[src/rtl/mem_arbiter.sv]
// ---------------------------------------------------------------------------
// mem_arbiter
//   Serialises an instruction-fetch port and a data (load/store) port onto a
//   single-ported, variable-latency memory bus. One transaction is in flight
//   at a time: IDLE arbitrates, BUSY_I/BUSY_D hold m_req until m_ack (or a
//   timeout abort), RESP pulses the matching ack for one cycle.
//
// Ports
//   clk, rst                 clock, synchronous active-high reset
//   i_req/i_addr             fetch request (held until i_ack)
//   i_ack/i_rdata/i_err      fetch completion pulse, read data, timeout flag
//   d_req/d_we/d_be/d_addr/d_wdata
//                            data request (held until d_ack)
//   d_ack/d_rdata/d_err      data completion pulse, load data, timeout flag
//   m_req/m_we/m_be/m_addr/m_wdata
//                            memory bus request (all registered)
//   m_ack/m_rdata            memory completion strobe and read data
// ---------------------------------------------------------------------------
module mem_arbiter #(
   parameter int ADDR_W     = 32,
   parameter int DATA_W     = 32,
   parameter int STARVE_MAX = 4,    // 1..15
   parameter int TIMEOUT    = 255   // 0 = never abort
) (
   input  logic                  clk,
   input  logic                  rst,
   // fetch port
   input  logic                  i_req,
   input  logic [ADDR_W-1:0]     i_addr,
   output logic                  i_ack,
   output logic [DATA_W-1:0]     i_rdata,
   output logic                  i_err,
   // data port
   input  logic                  d_req,
   input  logic                  d_we,
   input  logic [DATA_W/8-1:0]   d_be,
   input  logic [ADDR_W-1:0]     d_addr,
   input  logic [DATA_W-1:0]     d_wdata,
   output logic                  d_ack,
   output logic [DATA_W-1:0]     d_rdata,
   output logic                  d_err,
   // memory port
   output logic                  m_req,
   output logic                  m_we,
   output logic [DATA_W/8-1:0]   m_be,
   output logic [ADDR_W-1:0]     m_addr,
   output logic [DATA_W-1:0]     m_wdata,
   input  logic                  m_ack,
   input  logic [DATA_W-1:0]     m_rdata
);

   localparam int BE_W = DATA_W / 8;

   localparam logic [1:0] S_IDLE   = 2'd0;
   localparam logic [1:0] S_BUSY_I = 2'd1;
   localparam logic [1:0] S_BUSY_D = 2'd2;
   localparam logic [1:0] S_RESP   = 2'd3;

   localparam logic [3:0] STARVE_LIM = 4'(STARVE_MAX);
   // Last BUSY cycle index before an abort; unused when TIMEOUT is 0.
   localparam logic [7:0] TO_LAST    = (TIMEOUT == 0) ? 8'd0 : 8'(TIMEOUT - 1);
   localparam bit         TO_EN      = (TIMEOUT != 0);

   logic [1:0]        r_state;
   logic [3:0]        r_starve;
   logic [7:0]        r_tmo;

   logic              r_m_req;
   logic              r_m_we;
   logic [BE_W-1:0]   r_m_be;
   logic [ADDR_W-1:0] r_m_addr;
   logic [DATA_W-1:0] r_m_wdata;

   logic              r_i_ack;
   logic              r_i_err;
   logic [DATA_W-1:0] r_i_rdata;
   logic              r_d_ack;
   logic              r_d_err;
   logic [DATA_W-1:0] r_d_rdata;

   logic w_idle;
   logic w_busy;
   logic w_busy_i;
   logic w_busy_d;
   logic w_grant_d;
   logic w_grant_i;
   logic w_abort;
   logic w_done;
   logic w_rd_done;

   // ------------------------------------------------------------------------
   // Arbitration and completion decode
   // ------------------------------------------------------------------------
   assign w_idle   = (r_state == S_IDLE);
   assign w_busy_i = (r_state == S_BUSY_I);
   assign w_busy_d = (r_state == S_BUSY_D);
   assign w_busy   = w_busy_i | w_busy_d;

   // Data has priority unless fetch has been passed over STARVE_MAX times.
   assign w_grant_d = w_idle & d_req & (~i_req | (r_starve != STARVE_LIM));
   assign w_grant_i = w_idle & i_req & ~w_grant_d;

   // Abort requires no m_ack this cycle, so an ack on the deadline wins.
   assign w_abort   = w_busy & ~m_ack & TO_EN & (r_tmo == TO_LAST);
   assign w_done    = w_busy & (m_ack | w_abort);
   assign w_rd_done = w_busy & m_ack & ~r_m_we;

   // ------------------------------------------------------------------------
   // FSM
   // ------------------------------------------------------------------------
   always_ff @(posedge clk) begin
      if (rst) begin
         r_state <= S_IDLE;
      end else begin
         case (r_state)
            S_IDLE: begin
               if (w_grant_d)      r_state <= S_BUSY_D;
               else if (w_grant_i) r_state <= S_BUSY_I;
            end
            S_BUSY_I, S_BUSY_D: begin
               if (w_done) r_state <= S_RESP;
            end
            default: r_state <= S_IDLE;   // S_RESP
         endcase
      end
   end

   // ------------------------------------------------------------------------
   // Memory bus: captured from the winner at grant, held through BUSY
   // ------------------------------------------------------------------------
   always_ff @(posedge clk) begin
      if (rst) begin
         r_m_req   <= 1'b0;
         r_m_we    <= 1'b0;
         r_m_be    <= '0;
         r_m_addr  <= '0;
         r_m_wdata <= '0;
      end else if (w_grant_d) begin
         r_m_req   <= 1'b1;
         r_m_we    <= d_we;
         r_m_be    <= d_be;
         r_m_addr  <= d_addr;
         r_m_wdata <= d_wdata;
      end else if (w_grant_i) begin
         r_m_req   <= 1'b1;
         r_m_we    <= 1'b0;
         r_m_be    <= '1;
         r_m_addr  <= i_addr;
         r_m_wdata <= '0;
      end else if (w_done) begin
         r_m_req   <= 1'b0;
      end
   end

   // ------------------------------------------------------------------------
   // Starvation counter: counts data grants that bypassed a waiting fetch
   // ------------------------------------------------------------------------
   always_ff @(posedge clk) begin
      if (rst) begin
         r_starve <= '0;
      end else if (w_grant_i) begin
         r_starve <= '0;
      end else if (w_grant_d) begin
         if (!i_req)
            r_starve <= '0;
         else if (r_starve != STARVE_LIM)
            r_starve <= r_starve + 4'd1;
      end
   end

   // ------------------------------------------------------------------------
   // Timeout counter: zeroed at grant, counts BUSY cycles without m_ack
   // ------------------------------------------------------------------------
   always_ff @(posedge clk) begin
      if (rst) begin
         r_tmo <= '0;
      end else if (w_grant_d | w_grant_i) begin
         r_tmo <= '0;
      end else if (w_busy & ~m_ack) begin
         r_tmo <= r_tmo + 8'd1;
      end
   end

   // ------------------------------------------------------------------------
   // Responses: ack/err are high exactly during RESP; rdata only moves on a
   // completed read, so aborts and writes leave it untouched.
   // ------------------------------------------------------------------------
   always_ff @(posedge clk) begin
      if (rst) begin
         r_i_ack   <= 1'b0;
         r_i_err   <= 1'b0;
         r_i_rdata <= '0;
         r_d_ack   <= 1'b0;
         r_d_err   <= 1'b0;
         r_d_rdata <= '0;
      end else begin
         r_i_ack <= w_done & w_busy_i;
         r_i_err <= w_abort & w_busy_i;
         r_d_ack <= w_done & w_busy_d;
         r_d_err <= w_abort & w_busy_d;
         if (w_rd_done & w_busy_i) r_i_rdata <= m_rdata;
         if (w_rd_done & w_busy_d) r_d_rdata <= m_rdata;
      end
   end

   // ------------------------------------------------------------------------
   // Outputs
   // ------------------------------------------------------------------------
   assign m_req   = r_m_req;
   assign m_we    = r_m_we;
   assign m_be    = r_m_be;
   assign m_addr  = r_m_addr;
   assign m_wdata = r_m_wdata;

   assign i_ack   = r_i_ack;
   assign i_err   = r_i_err;
   assign i_rdata = r_i_rdata;
   assign d_ack   = r_d_ack;
   assign d_err   = r_d_err;
   assign d_rdata = r_d_rdata;

endmodule

[config.mk]
export PLATFORM = sky130hd
export DESIGN_NAME = mem_arbiter
export DESIGN_NICKNAME = d
export VERILOG_FILES = /design/src/rtl/mem_arbiter.sv
export SDC_FILE = /design/constraint.sdc
export NUM_CORES = 1
export LEC_CHECK = 0
export ABC_AREA = 1
export CAP_MARGIN = 20
export CORE_MARGIN = 2
export CORE_UTILIZATION = 38
export CTS_CLUSTER_DIAMETER = 80
export DETAILED_ROUTE_END_ITERATION = 8
export MAX_ROUTING_LAYER = met4
export PLACE_DENSITY_LB_ADDON = 0.1
export SLEW_MARGIN = 20
export SYNTH_ARGS = -nofsm -noshare
export SYNTH_HDL_FRONTEND = slang
export SYNTH_SLANG_ARGS = --single-unit
export TNS_END_PERCENT = 100
[constraint.sdc]
create_clock -name clk -period 1.7 [get_ports clk]
set_input_delay 0.51 -clock clk [delete_from_list [all_inputs] [get_ports clk]]
set_output_delay 0.51 -clock clk [all_outputs]
set_load 0.02 [all_outputs]
==> results of run 1 <==
[path summary, 6_finish.rpt]
path / startpoint / endpoint / depth (start not counted) / slack, ns
max: m_addr[5]$_SDFFE_PP0P_ / m_addr[5] / 1 / 0.04
min: m_addr[7]$_SDFFE_PP0P_ / m_addr[7]$_SDFFE_PP0P_ / 2 / 0.45
min reg2reg: m_addr[7]$_SDFFE_PP0P_ / m_addr[7]$_SDFFE_PP0P_ / 2 / 0.45
max reg2reg: r_state[0]$_SDFFE_PP0P_ / d_rdata[3]$_SDFFE_PP0P_ / 9 / 0.12
[final cells by class]
type,count,area share
flip-flops and latches,152,0.3130
repair buffers,311,0.3117
multi-input cells,590,0.2733
clock buffers,21,0.04838
well taps,216,0.02780
clock inverters,11,0.01506
inverters,26,0.01081
[per-layer routing]
| metal | track usage | vias to the layer above | share of wire |
|---|---|---|---|
| met4 | 0.07065 | 0 | 0.015 |
| met1 | 0.2672 | 2791 | 0.45 |
| met3 | 0.05903 | 21 | 0.066 |
| li1 | - | 3208 | - |
| met2 | 0.3665 | 187 | 0.47 |
| met5 | - | - | 0 |
[repair_timing]
action	4_1_cts	5_1_grt
gates resized for setup	141	5
endpoints found under the setup margin	189	110
hold endpoints to repair	0	0
pin swaps	1	0
hold buffers	0	0
setup buffers	2	0
cloned	1	0
[registers in the layout, summed over array words and instances (netlist names), 2 cells and up]
name,cells
d_rdata,32
i_rdata,32
m_addr,32
m_be,4
m_wdata,32
r_starve,4
r_state,2
r_tmo,8
[synth_stat cells, types with 2 or more instances]
library cell  instances
a21oi_1              72
nor3_1                8
nand3_1             103
inv_1                23
buf_6                 2
dfxtp_1             152
inv_2                 2
o221a_2               4
buf_2                 7
buf_12                6
ha_1                  8
nor2_1               16
nand3b_1              2
buf_4                17
clkbuf_1             20
o21ai_0              35
nand2_1             331
buf_1                 5
xor2_1                3
[metrics by stage]
stage / utilization / power [mW]
floorplan: - / 7.272
global placement: 0.5799 / 9.255
detailed placement: 0.5799 / 9.265
CTS: 0.6106 / 12.96
global route: 0.6121 / 13.63
finish: 0.6121 / 12.89
[power by group through the flow]
stage | Sequential, mW | Combinational, mW | Clock [mW]
after global routing | 4.45 | 5.03 | 4.15
after floorplan | 5.08 | 2.19 | 0
after CTS | 4.38 | 4.59 | 3.99
final | 4.38 | 4.59 | 3.92
after global placement | 4.46 | 4.80 | 0
after detailed placement | 4.46 | 4.80 | 0
[cells by family after synthesis]
| kind of cell | Yosys count | synth area share |
|---|---|---|
| and+or+nand+nor | 465 | 0.3083 |
| buffers and inverters | 84 | 0.08288 |
| DFF | 152 | 0.4916 |
| AOI/OAI and AO/OA | 114 | 0.09683 |
| xor gates and xnor gates | 3 | 0.004246 |
| adders and majority gates | 8 | 0.01617 |
==> metrics.txt, run 1 <==
LEAKAGE=4.484 nW; Post-Syn Area per Cell=7.494 um^2; GRT Overall Usage=0.2230; share of synthesized flip-flops with an asynchronous set or reset=0; relative slew slack=0.7584; Final WS setup=0.03783 ns; P_sw=4.509 mW; GR Overflow Total=0; sequential cell area fraction in the yosys report=0.4916; FF+latch count, synth=152; Final Cell Area=9723 um^2; Worst-path clk slew=0.06 ns; CP Launch Type=register; clk sink count=152; Slew @ Worst Pin=0.3625 ns; Critical Path Max Stage Delay=0.41 ns; Yosys top cell area share=0.4916; hold slack=0.4475 ns; Final Cycle Share=0.9777; Fill cells=1,509; Yosys top cell by area=dfxtp_1; Row Count=46; Fin Setup TNS=0 ns; Crit Path Class=register to output pin; Peak VDD IR=0.7731 mV; most frequent cells in the layout=331 x nand2_1, 152 x dfxtp_1, 136 x clkdlybuf4s50_1, 136 x dlygate4sd2_1, 103 x nand3_1; MaxCap Viol Count=0; Hold Violations, Final=0; Pwr per Cell Area=1326 nW/um^2; Hold WC Path Type=register to register; CP top delay family=buffers and inverters; Clk Latency, worst-skew pair=0.42 ns; Max Buffers Root-to-Sink=2; Post-DP Area=9211 um^2; Mapped Nets=972; initial antenna violation count=0; Clk network pwr share=0.304; max-slew violation count=0; drt total wl=18.81 mm; Sequential Power Share=0.340; total number of vias=6,207; P&R area growth vs syn=57.09%; first-pass GRT wire length=30.37 mm; f_max=601.6 MHz; vias per inst=4.677; layout net count=1,244; Synth cell types=29; Mapped Cells=826; Ports=276; worst path cell trace=dlygate4sd2_1; sw frac=0.3498; crit path buf inv count=1; ANT cells=0; DP HPWL=12.84 mm; H-tree levels=4; drt wl/cell=14.17 um; Root Buffer=clkbuf_16; vias in the first global route=6,033; RSZ-0062 raised after global routing=false; endpoint kind of the worst setup timing path=output pin; CORE AREA=15,890 um^2; Die Height=131.6 um; Die Area=17,330 um^2; antenna viol nets, final=0; worst endpoint required time=1.19 ns; gpl congestion=0.7633; number of flops mapped to enable cells by yosys=0; initial core utilization=0.3897; pin count of the biggest net entering global routing=69; # placed instances=1,292; Slowest cell on crit path=dlygate4sd2_1; port bufs=275; maximum clock skew at final layout=0.004832 ns; Placement Setup Slack=-0.3164 ns; Mapped Area=6190 um^2; Non-Filler Instances=1,327; chip width=131.6 um; Post-route DRC=0; 1st-pass router iterations=4; area of the multi-input gates=2658 um^2; Num CTS Buffers=17; Combinational Power Share=0.356; Final setup viols=0; sequential cell area=3043 um^2; min cycle time layout=1.662 ns; run status=completed; crit path max fanout=2; most used flip-flop cell after synthesis=dfxtp_1; drt first-iter violations=297; internal power=8.381 mW; Syn. warnings=0; layout cells sized above 1=0.07291; Arrival @ worst endpoint=1.15 ns; top post-synthesis cells by area=dfxtp_1 49%, nand2_1 20%, nand3_1 8.3%; most common cell after layout, fill and taps aside=nand2_1; CTS tree=done
No activity file was read; power rests on OpenSTA's default activity.
==> inputs of run 2 (changes only) <==
Settings changed: CORE_UTILIZATION 38 to 39, DONT_BUFFER_PORTS set to 1.
==> metrics.txt, run 2 (same netlist as run 1, synthesis figures left out) <==
f_max=627.6 MHz (+4.3%); GRT Overall Usage=0.1814 (-0.04159); GR Overflow Total=0 (unchanged); drt total wl=16.19 mm (-14%); CORE AREA=15,710 um^2 (-1.1%); Row Count=46 (unchanged); Post-DP Area=6366 um^2 (-31%); Pwr per Cell Area=1699 nW/um^2 (+28%); antenna viol nets, final=0 (unchanged); Peak VDD IR=0.6813 mV (-12%); CTS tree=done; 1st-pass router iterations=5 (+1); Hold Violations, Final=0 (unchanged); maximum clock skew at final layout=0.007811 ns (+0.002979 ns); endpoint kind of the worst setup timing path=register; hold slack=0.1612 ns (-0.2863 ns); max-slew violation count=0 (unchanged); most frequent cells in the layout=328 x nand2_1, 151 x dfxtp_1, 102 x nand3_1, 72 x a21oi_1, 35 x o21ai_0; Arrival @ worst endpoint=1.89 ns (+0.74 ns); Worst-path clk slew=0.06 ns (about the same); clk sink count=152 (unchanged); min cycle time layout=1.593 ns (-0.06885 ns); FF-to-FF path depth=9 (unchanged); layout net count=962 (-23%); vias in the first global route=4,600 (-24%); Placement Setup Slack=-0.005781 ns (+0.3106 ns); total number of vias=5,245 (-15%); ANT cells=0 (unchanged); relative slew slack=0.7740 (+0.01560); Post-route DRC=0 (unchanged); port bufs=0 (-100%); initial antenna violation count=0 (unchanged); drt wl/cell=15.51 um (+9.4%); Non-Filler Instances=1,044 (-21%); first-pass GRT wire length=23.16 mm (-24%); LEAKAGE=2.865 nW (-36%); initial core utilization=0.3939 (+0.004282); run status=completed; # placed instances=1,009 (-22%); CP Launch Type=register; worst endpoint required time=2.00 ns (+0.81 ns); vias per inst=5.024 (+7.4%); crit path max fanout=16 (+14); H-tree levels=4 (unchanged); R2R setup slack=0.11 ns (about the same); Hold WC Path Type=input port to register; Final Cell Area=7123 um^2 (-27%); Ports=276 (unchanged); drt first-iter violations=221 (-26%); P&R area growth vs syn=15.08%; Final setup viols=0 (unchanged); Root Buffer=clkbuf_16; Slew @ Worst Pin=0.3376 ns (-0.02489 ns); chip width=130.0 um (-1.2%); final core utilization=0.4533 (-0.1587); Fill cells=1,555 (+3.0%); Fin Setup TNS=0 ns (unchanged); Clk Latency, worst-skew pair=0.41 ns (about the same); Final Total Pwr=12.10 mW (-6.1%); CTS Hold Buffers Added=0 (unchanged); layout cells sized above 1=0.09420 (+0.02130); Die Area=16,890 um^2 (-2.5%); Final Cycle Share=0.9372 (-0.04050); Crit Path Class=register to register; DP HPWL=11.24 mm (-12%); gpl congestion=0.8012 (+5.0%); worst hold path stage count=1 (-1); Die Height=130.0 um (-1.2%); MaxCap Viol Count=0 (unchanged); Max Buffers Root-to-Sink=2 (unchanged); Num CTS Buffers=17 (unchanged); Final WS setup=0.1067 ns (+0.06885 ns); most common cell after layout, fill and taps aside=nand2_1; pin count of the biggest net entering global routing=70 (+1.4%)
[run 2: cell types whose count changed in the layout (fill, tap and decap cells not counted), sizes merged]
cell	delta
buf	-10
dlygate4sd2	-136
clkdlybuf4s15	-2
clkdlybuf4s50	-136
inv	+4
clkbuf	-1
clkinvlp	-4
bufinv	+2
[run 2: worst paths after layout]
path / from / to
setup / recovery: r_state[1]$_SDFFE_PP0P_ / d_rdata[0]$_SDFFE_PP0P_
hold / removal: rst / i_rdata[10]$_SDFFE_PP0P_
setup reg to reg: r_state[1]$_SDFFE_PP0P_ / d_rdata[0]$_SDFFE_PP0P_
hold reg to reg: r_starve[0]$_SDFFE_PP0P_ / r_starve[0]$_SDFFE_PP0P_
[run 2: where the power goes]
part	switching, mW	internal [mW]
sequential	1.02	4.12
clock	1.51	2.62
combinational	1.76	1.07
total	4.29	7.81
[run 2: area by class of cell]
type / instances / area [um^2] / area share
multi-input cells: 590 / 2670 / 0.3748
clock buffers: 18 / 429.2 / 0.06025
well taps: 216 / 270.3 / 0.03794
clock inverters: 13 / 217.7 / 0.03056
repair buffers: 29 / 389.1 / 0.05463
flip-flops and latches: 152 / 3044 / 0.4274
inverters: 26 / 102.6 / 0.01440
[run 2: critical path, stage by stage (launching register included)]
cell	delay (ns)
dfxtp_1	0.33
inv_1	0.08
ha_4	0.30
inv_2	0.05
nor3_4	0.12
buf_4	0.16
nand2_2	0.10
clkbuf_16	0.21
nand2_1	0.07
a21oi_1	0.06
[run 2: layer usage]
metal  wire, um  vias up  global-route usage
li1           -     2654                   -
met1       6677     2346              0.2062
met2       7808      224              0.2935
met3       1383       21             0.05781
met4        322        0             0.08033
met5          0        -                   -
[run 2: what timing repair did]
action / 4_1_cts / 5_1_grt
buffers inserted: 0 / 2
pin swaps: 0 / 1
cloned: 0 / 2
endpoints found under the hold margin: 0 / 0
endpoints found under the setup margin: 3 / 101
resized for setup: 1 / 12
==> inputs of run 3 (changes only) <==
Settings changed: SLEW_MARGIN 20 to not set.
==> results of run 3 <==
Final layout, timing and power as in run 2 (identical DEF).
